[config.mk]
export PLATFORM = sky130hd
export DESIGN_NAME = uart_tx_engine
export DESIGN_NICKNAME = d
export VERILOG_FILES = /design/src/rtl/uart_pkg.sv /design/src/rtl/uart_bit_timer.sv /design/src/rtl/uart_tx_engine.sv
export SDC_FILE = /design/constraint.sdc
export NUM_CORES = 1
export LEC_CHECK = 0
export ABC_AREA = 0
export BUFFER_PORTS_ARGS = -buffer_cell sky130_fd_sc_hd__buf_4
export CAP_MARGIN = 40
export CORE_MARGIN = 1.5
export CORE_UTILIZATION = 50
export DETAILED_ROUTE_END_ITERATION = 10
export GPL_ROUTABILITY_DRIVEN = 1
export PLACE_DENSITY = 0.7
export SLEW_MARGIN = 20
export SYNTH_ARGS = -nofsm -noshare
export SYNTH_HDL_FRONTEND = slang
export SYNTH_HIERARCHICAL = 1
export SYNTH_SLANG_ARGS = --single-unit
[constraint.sdc]
create_clock -name clk -period 11.1 [get_ports clk]
set_clock_uncertainty 0.2 [all_clocks]
set_input_delay 0 -clock clk [delete_from_list [all_inputs] [get_ports clk]]
set_output_delay 0 -clock clk [all_outputs]
set_load 0.05 [all_outputs]
[src/rtl/uart_pkg.sv]
// Shared definitions for the UART transmit engine: FSM states, control
// register bit positions, status word bit positions and the divider clamp.
package uart_pkg;

  typedef enum logic [2:0] {
    IDLE,
    START,
    DATA,
    PARITY,
    STOP
  } uart_tx_state_t;

  // Bit positions inside spi_ctl's control register.
  localparam int CTRL_TX_EN  = 0;
  localparam int CTRL_PAR_EN = 1;

  // Bit positions inside the status word returned to spi_ctl's STATE register.
  localparam int STATE_BUSY    = 0;
  localparam int STATE_EMPTY   = 1;
  localparam int STATE_HI_BYTE = 2;
  localparam int STATE_PARITY  = 3;

  // Status word after reset: idle, FIFO reported empty.
  localparam logic [3:0] STATE_RESET = 4'b0010;

  // Bit period actually used: baud values below the minimum are raised to it.
  function automatic logic [15:0] clamp_div(input logic [15:0] baud,
                                            input logic [15:0] min_div);
    return (baud < min_div) ? min_div : baud;
  endfunction

endpackage

[src/rtl/uart_bit_timer.sv]
// Bit-period down-counter. A load starts a fresh period, so every frame begins
// bit-aligned; while enabled it ticks on the last cycle of each period and
// reloads itself for the next one.
module uart_bit_timer (
  input  logic        clk,
  input  logic        rst,
  input  logic        i_load,
  input  logic        i_en,
  input  logic [15:0] i_div,
  output logic        o_tick
);

  logic [15:0] r_count;

  // Count div-1 down to 0, reloading on an explicit load or at the end of a period.
  always_ff @(posedge clk) begin
    // NOTE: state registers use non-blocking (<=) so every flop samples pre-edge values.
    if (rst) begin
      r_count <= '0;
    end else if (i_load) begin
      r_count <= i_div - 16'd1;
    end else if (i_en) begin
      if (r_count == '0) begin
        r_count <= i_div - 16'd1;
      end else begin
        r_count <= r_count - 16'd1;
      end
    end
  end

  assign o_tick = i_en && (r_count == '0);

endmodule

[src/rtl/uart_tx_engine.sv]
// UART transmitter fed by spi_ctl's TX FIFO. Each 16-bit word is sent as two
// frames (low byte first) with optional even parity, back to back, and words
// chain without an idle gap while the FIFO has data and transmit is enabled.
module uart_tx_engine
  import uart_pkg::*;
#(
  parameter int unsigned MIN_DIV   = 4,
  parameter int unsigned STOP_BITS = 1
) (
  input  logic        clk,
  input  logic        rst,
  input  logic [15:0] tx_fifo_data,
  input  logic        tx_fifo_empty,
  output logic        tx_fifo_rd,
  input  logic [15:0] baud,
  input  logic [1:0]  control,
  output logic [3:0]  state,
  output logic        txd
);

  localparam logic [2:0] STOP_LAST = 3'(STOP_BITS - 1);

  uart_tx_state_t r_fsm;
  logic [15:0]    r_word_q;
  logic [15:0]    r_div_q;
  logic           r_par_q;
  logic           r_hi_sel;
  logic [2:0]     r_bit_idx;
  logic           r_rd;
  logic           r_txd;
  logic [3:0]     r_state;

  logic [7:0]     w_byte;
  logic           w_tick;
  logic           w_stop_end;
  logic           w_pop;
  logic           w_busy;
  logic           w_txd_next;
  logic [15:0]    w_timer_div;

  // Pop decision, current byte and the line level for the current FSM state.
  always_comb begin
    // NOTE: every always_comb output gets a default first so no path infers a latch.
    w_byte      = r_hi_sel ? r_word_q[15:8] : r_word_q[7:0];
    w_busy      = (r_fsm != IDLE);
    w_stop_end  = (r_fsm == STOP) && w_tick && (r_bit_idx == STOP_LAST);
    w_pop       = control[CTRL_TX_EN] && !tx_fifo_empty &&
                  ((r_fsm == IDLE) || (w_stop_end && r_hi_sel));
    w_timer_div = w_pop ? clamp_div(baud, 16'(MIN_DIV)) : r_div_q;
    w_txd_next  = 1'b1;
    case (r_fsm)
      START:   w_txd_next = 1'b0;
      DATA:    w_txd_next = w_byte[r_bit_idx];
      PARITY:  w_txd_next = ^w_byte;
      default: w_txd_next = 1'b1;
    endcase
  end

  uart_bit_timer u_bit_timer (
    .clk    (clk),
    .rst    (rst),
    .i_load (w_pop),
    .i_en   (w_busy),
    .i_div  (w_timer_div),
    .o_tick (w_tick)
  );

  // Frame FSM with registered line, pop strobe and status outputs.
  always_ff @(posedge clk) begin
    if (rst) begin
      r_fsm     <= IDLE;
      r_word_q  <= '0;
      r_div_q   <= '0;
      r_par_q   <= 1'b0;
      r_hi_sel  <= 1'b0;
      r_bit_idx <= '0;
      r_rd      <= 1'b0;
      r_txd     <= 1'b1;
      r_state   <= STATE_RESET;
    end else begin
      r_rd                   <= w_pop;
      r_txd                  <= w_txd_next;
      r_state[STATE_BUSY]    <= w_busy;
      r_state[STATE_EMPTY]   <= tx_fifo_empty;
      r_state[STATE_HI_BYTE] <= r_hi_sel & w_busy;
      r_state[STATE_PARITY]  <= r_par_q & w_busy;

      if (w_pop) begin
        r_word_q  <= tx_fifo_data;
        r_div_q   <= w_timer_div;
        r_par_q   <= control[CTRL_PAR_EN];
        r_hi_sel  <= 1'b0;
        r_bit_idx <= '0;
        r_fsm     <= START;
      end else begin
        case (r_fsm)
          START: begin
            if (w_tick) begin
              r_bit_idx <= '0;
              r_fsm     <= DATA;
            end
          end
          DATA: begin
            if (w_tick) begin
              if (r_bit_idx == 3'd7) begin
                r_bit_idx <= '0;
                r_fsm     <= r_par_q ? PARITY : STOP;
              end else begin
                r_bit_idx <= r_bit_idx + 3'd1;
              end
            end
          end
          PARITY: begin
            if (w_tick) begin
              r_bit_idx <= '0;
              r_fsm     <= STOP;
            end
          end
          STOP: begin
            if (w_tick) begin
              if (r_bit_idx == STOP_LAST) begin
                r_bit_idx <= '0;
                if (!r_hi_sel) begin
                  r_hi_sel <= 1'b1;
                  r_fsm    <= START;
                end else begin
                  r_fsm    <= IDLE;
                end
              end else begin
                r_bit_idx <= r_bit_idx + 3'd1;
              end
            end
          end
          default: r_fsm <= IDLE;
        endcase
      end
    end
  end

  assign tx_fifo_rd = r_rd;
  assign txd        = r_txd;
  assign state      = r_state;

endmodule

==> load_flow_metrics.sql <==
INSERT INTO impl_metrics (metric_group, metric, value, unit) VALUES
('status', 'status', 'complete, no violations', ''),
('sta', 'slew_viol_final', '0', ''),
('clock_tree', 'cts_sinks', '62', ''),
('power_and_ir_drop', 'p_comb_frac', '0.378', ''),
('finish', 'nNetsFinal', '513', ''),
('global_route', 'vias_in_the_first_global_route', '3179', ''),
('yosys', 'synthMuxAreaShare', '0.1415', ''),
('sta', 'finalWorstPathRequiredPeriod', '5.191', 'ns'),
('yosys', 'synth_compound_gate_area_share', '0.1450', ''),
('sta', 'whs', '0.2109', 'ns'),
('sta', 'fmax', '192.7', 'MHz'),
('power_and_ir_drop', 'p_int', '0.0004486', 'W'),
('sta', 'setup_violations', '0', ''),
('setup_path', 'critical_path_at', '5.19', 'ns'),
('worst_hold_path', 'worstHoldPathCells', '3', ''),
('detailed_routing', 'wire_length_per_cell_after_detailed_routing', '15.84', 'um'),
('worst_hold_path', 'hold_end', 'state[1]$_SDFF_PP1_', ''),
('worst_hold_path', 'hp-start', 'tx_fifo_empty', ''),
('yosys', 'synth_adder_area_share', '0.02133', ''),
('clock_tree', 'cts.root.buffer_cell', 'clkbuf_8', ''),
('finish', 'layout-area-overhead-vs-synth', '28.87', '%'),
('detailed_routing', 'drtPass1Iterations', '4', ''),
('run', 'cap_viol_max_count', '0', ''),
('power_and_ir_drop', 'p_seq_frac', '0.378', ''),
('yosys', 'syn_area', '3520', 'um2'),
('clock_tree', 'clock_pin_transition_on_the_worst_setup_and_hold_timing_paths', '0.07', 'ns'),
('sta', 'fin_crit_sh', '0.4676', ''),
('power_and_ir_drop', 'p_leak', '1.869', 'nW'),
('detailed_routing', 'via_count', '3187', ''),
('finish', 'area_taken_by_flip_flops_and_latches', '1241', 'um2'),
('global_route', 'grt_max_degree', '57', ''),
('sta', 'tns', '0', 'ns'),
('yosys', 'post_synth.cell_area_avg', '9.071', 'um2'),
('finish', 'finish.utilization', '0.6676', ''),
('die', 'die_area', '7552', 'um2'),
('global_route', 'grt_usage', '0.2673', ''),
('power_and_ir_drop', 'powerDensity', '158.5', 'nW/um2'),
('setup_path', 'worst-endpoint-required', '11.10', 'ns'),
('finish', 'final_cell_count_no_fill', '571', ''),
('yosys', 'synth-edff-count', '0', ''),
('setup_path', 'worst_flop_to_flop_path_startpoint', 'u_bit_timer/r_count[7]$_SDFFE_PP0P_', ''),
('power_and_ir_drop', 'max-vdd-ir-drop', '0.1016', 'mV'),
('die', 'placementRows', '30', ''),
('sta', 'post-route-worst-setup-slack', '5.909', 'ns'),
('power_and_ir_drop', 'clkPwrFrac', '0.245', ''),
('detailed_routing', 'drt-vias-per-instance', '5.581', ''),
('placed_design', 'placement.setup.worst_slack', '5.983', 'ns'),
('yosys', 'synth-seq-area-share', '0.3526', ''),
('setup_path', 'crit_path_max_fanout', '20', ''),
('setup_path', 'setup.worst_path.start_class', 'register', ''),
('die', 'initial_core_util', '0.5180', ''),
('global_route', 'first_pass_grt_wire_length', '15480', 'um'),
('placed_design', 'dpl_cells', '500', ''),
('die', 'top_level_ports', '43', ''),
('yosys', 'synth_simple_gate_area_share', '0.2311', ''),
('yosys', 'syn-instance-count', '388', ''),
('detailed_routing', 'detailedRoute.firstIterationViolations', '214', ''),
('setup_path', 'worstSetupEndpointType', 'register', ''),
('clock_tree', 'ctsHtreeMaxLevel', '3', ''),
('die', 'placeableCoreArea', '6794', 'um2'),
('setup_path', 'reg2reg_slack', '5.91', 'ns'),
('detailed_routing', 'post-route-drc-count', '0', ''),
('setup_path', 'rr_worst_depth', '13', ''),
('sta', 'tightestPinTransition', '0.7484', 'ns'),
('clock_tree', 'quantity_of_hold_fixing_buffers_added_after_cts', '54', ''),
('clock_tree', 'ctsLongestPathBuffers', '2', ''),
('yosys', 'net_count_of_the_mapped_netlist', '431', ''),
('yosys', 'post_synthesis_register_bit_count', '62', ''),
('clock_tree', 'post-cts-setup-buffers', '0', ''),
('sta', 'grt_setup_unrepaired', 'no', ''),
('yosys', 'synth_top_family_by_area', 'simple AND/OR/NAND/NOR gates', '');
-- critical path, stage by stage (launching register included) --
cell and delay (ns):
dfxtp_1 0.37, or4_1 0.55, nor3_1 0.40, and4_1 0.45
nand4b_1 0.20, a21oi_4 0.67, o21ai_1 0.29, inv_1 0.11
ha_1 0.19, or4b_1 0.50, or3_1 0.38, or4_1 0.43
xor2_1 0.16, o221ai_1 0.13
-- logic make-up after synthesis --
logic type | after synthesis
compound gates | 73
flops | 62
simple gates | 148
buf+inv | 38
xor+xnor | 22
mux | 39
fa+ha+maj | 6
-- layer usage --
layer / vias up / wire, um / track usage
li1: 1567 / - / -
met1: 1497 / 4143 / 0.3504
met2: 106 / 4255 / 0.4313
met3: 17 / 444 / 0.03791
met4: 0 / 199 / 0.1320
met5: - / 0 / 0
-- area by class of cell --
cell class                 instances  share of cell area
tap                               96             0.02648
sequential                        62              0.2737
clock buffer                      13             0.03283
inverter                          10            0.008276
timing repair buffer              99              0.1937
clock inverter                     3            0.004414
multi-input combinational        288              0.4607
-- sequential cells by signal (all words and copies together), names as in the netlist --
| signal | flops |
|---|---|
| u_bit_timer/r_count | 16 |
| txd | 1 |
| r_fsm | 3 |
| r_word_q | 16 |
| state | 4 |
| r_bit_idx | 3 |
| r_hi_sel | 1 |
| r_div_q | 16 |
| tx_fifo_rd | 1 |
| r_par_q | 1 |
-- power by group through the flow --
stage,Sequential (W),Combinational (W),Clock [W]
floorplan,0.000268,0.000198,0
global placement,0.000274,0.000242,0
detailed placement,0.000275,0.000247,0
CTS,0.000271,0.000264,0.000179
global route,0.000276,0.000298,0.000189
finish,0.000272,0.000271,0.000176
-- cell usage after synthesis (11+ instances only) --
cell,number,area share
a21oi_1,18,0.026
xor2_1,11,0.027
nand3_1,12,0.017
nor2_1,45,0.048
xnor2_1,11,0.027
nand2_1,14,0.015
mux2i_1,22,0.063
clkbuf_1,15,0.016
mux2_4,11,0.047
o21ai_0,12,0.017
nor2b_1,12,0.021
dfxtp_1,62,0.35
nor3_1,11,0.016
-- stage by stage --
| stage | total power, W | cell area (um2) |
|---|---|---|
| finish | 0.0007188 | 4536 |
| global route | 0.0007625 | 4536 |
| CTS | 0.0007143 | 4528 |
| detailed placement | 0.0005222 | 3819 |
| global placement | 0.0005156 | 3819 |
| floorplan | 0.0004662 | 3520 |
-- worst max-delay path by stage --
| stage | end | startpoint | slack (ns) |
|---|---|---|---|
| 2_1_floorplan | u_bit_timer/r_count[10]$_SDFFE_PP0P_ | u_bit_timer/r_count[7]$_SDFFE_PP0P_ | 6.55 |
| 3_3_place_gp | u_bit_timer/r_count[10]$_SDFFE_PP0P_ | u_bit_timer/r_count[7]$_SDFFE_PP0P_ | 6.15 |
| 3_5_place_dp | u_bit_timer/r_count[10]$_SDFFE_PP0P_ | u_bit_timer/r_count[7]$_SDFFE_PP0P_ | 5.98 |
| 4_1_cts | u_bit_timer/r_count[10]$_SDFFE_PP0P_ | u_bit_timer/r_count[7]$_SDFFE_PP0P_ | 5.93 |
| 5_1_grt | u_bit_timer/r_count[10]$_SDFFE_PP0P_ | u_bit_timer/r_count[7]$_SDFFE_PP0P_ | 5.56 |
| 6_report | u_bit_timer/r_count[10]$_SDFFE_PP0P_ | u_bit_timer/r_count[7]$_SDFFE_PP0P_ | 5.91 |
-- layout by cell type (no fill, tap or decap), drive strengths merged, types with 11 or more instances in the layout --
cell | synthesis | final
o21ai | 14 | 14
nor3 | 11 | 11
nand3 | 12 | 12
dfxtp | 62 | 62
buf | 13 | 45
nor2 | 45 | 45
xor2 | 11 | 11
xnor2 | 11 | 11
mux2 | 13 | 13
nand2 | 14 | 14
a21oi | 19 | 19
clkbuf | 15 | 13
dlygate4sd3 | 0 | 54
mux2i | 22 | 22
nor2b | 12 | 12
Note: power is estimated with default switching activity, not from simulation.
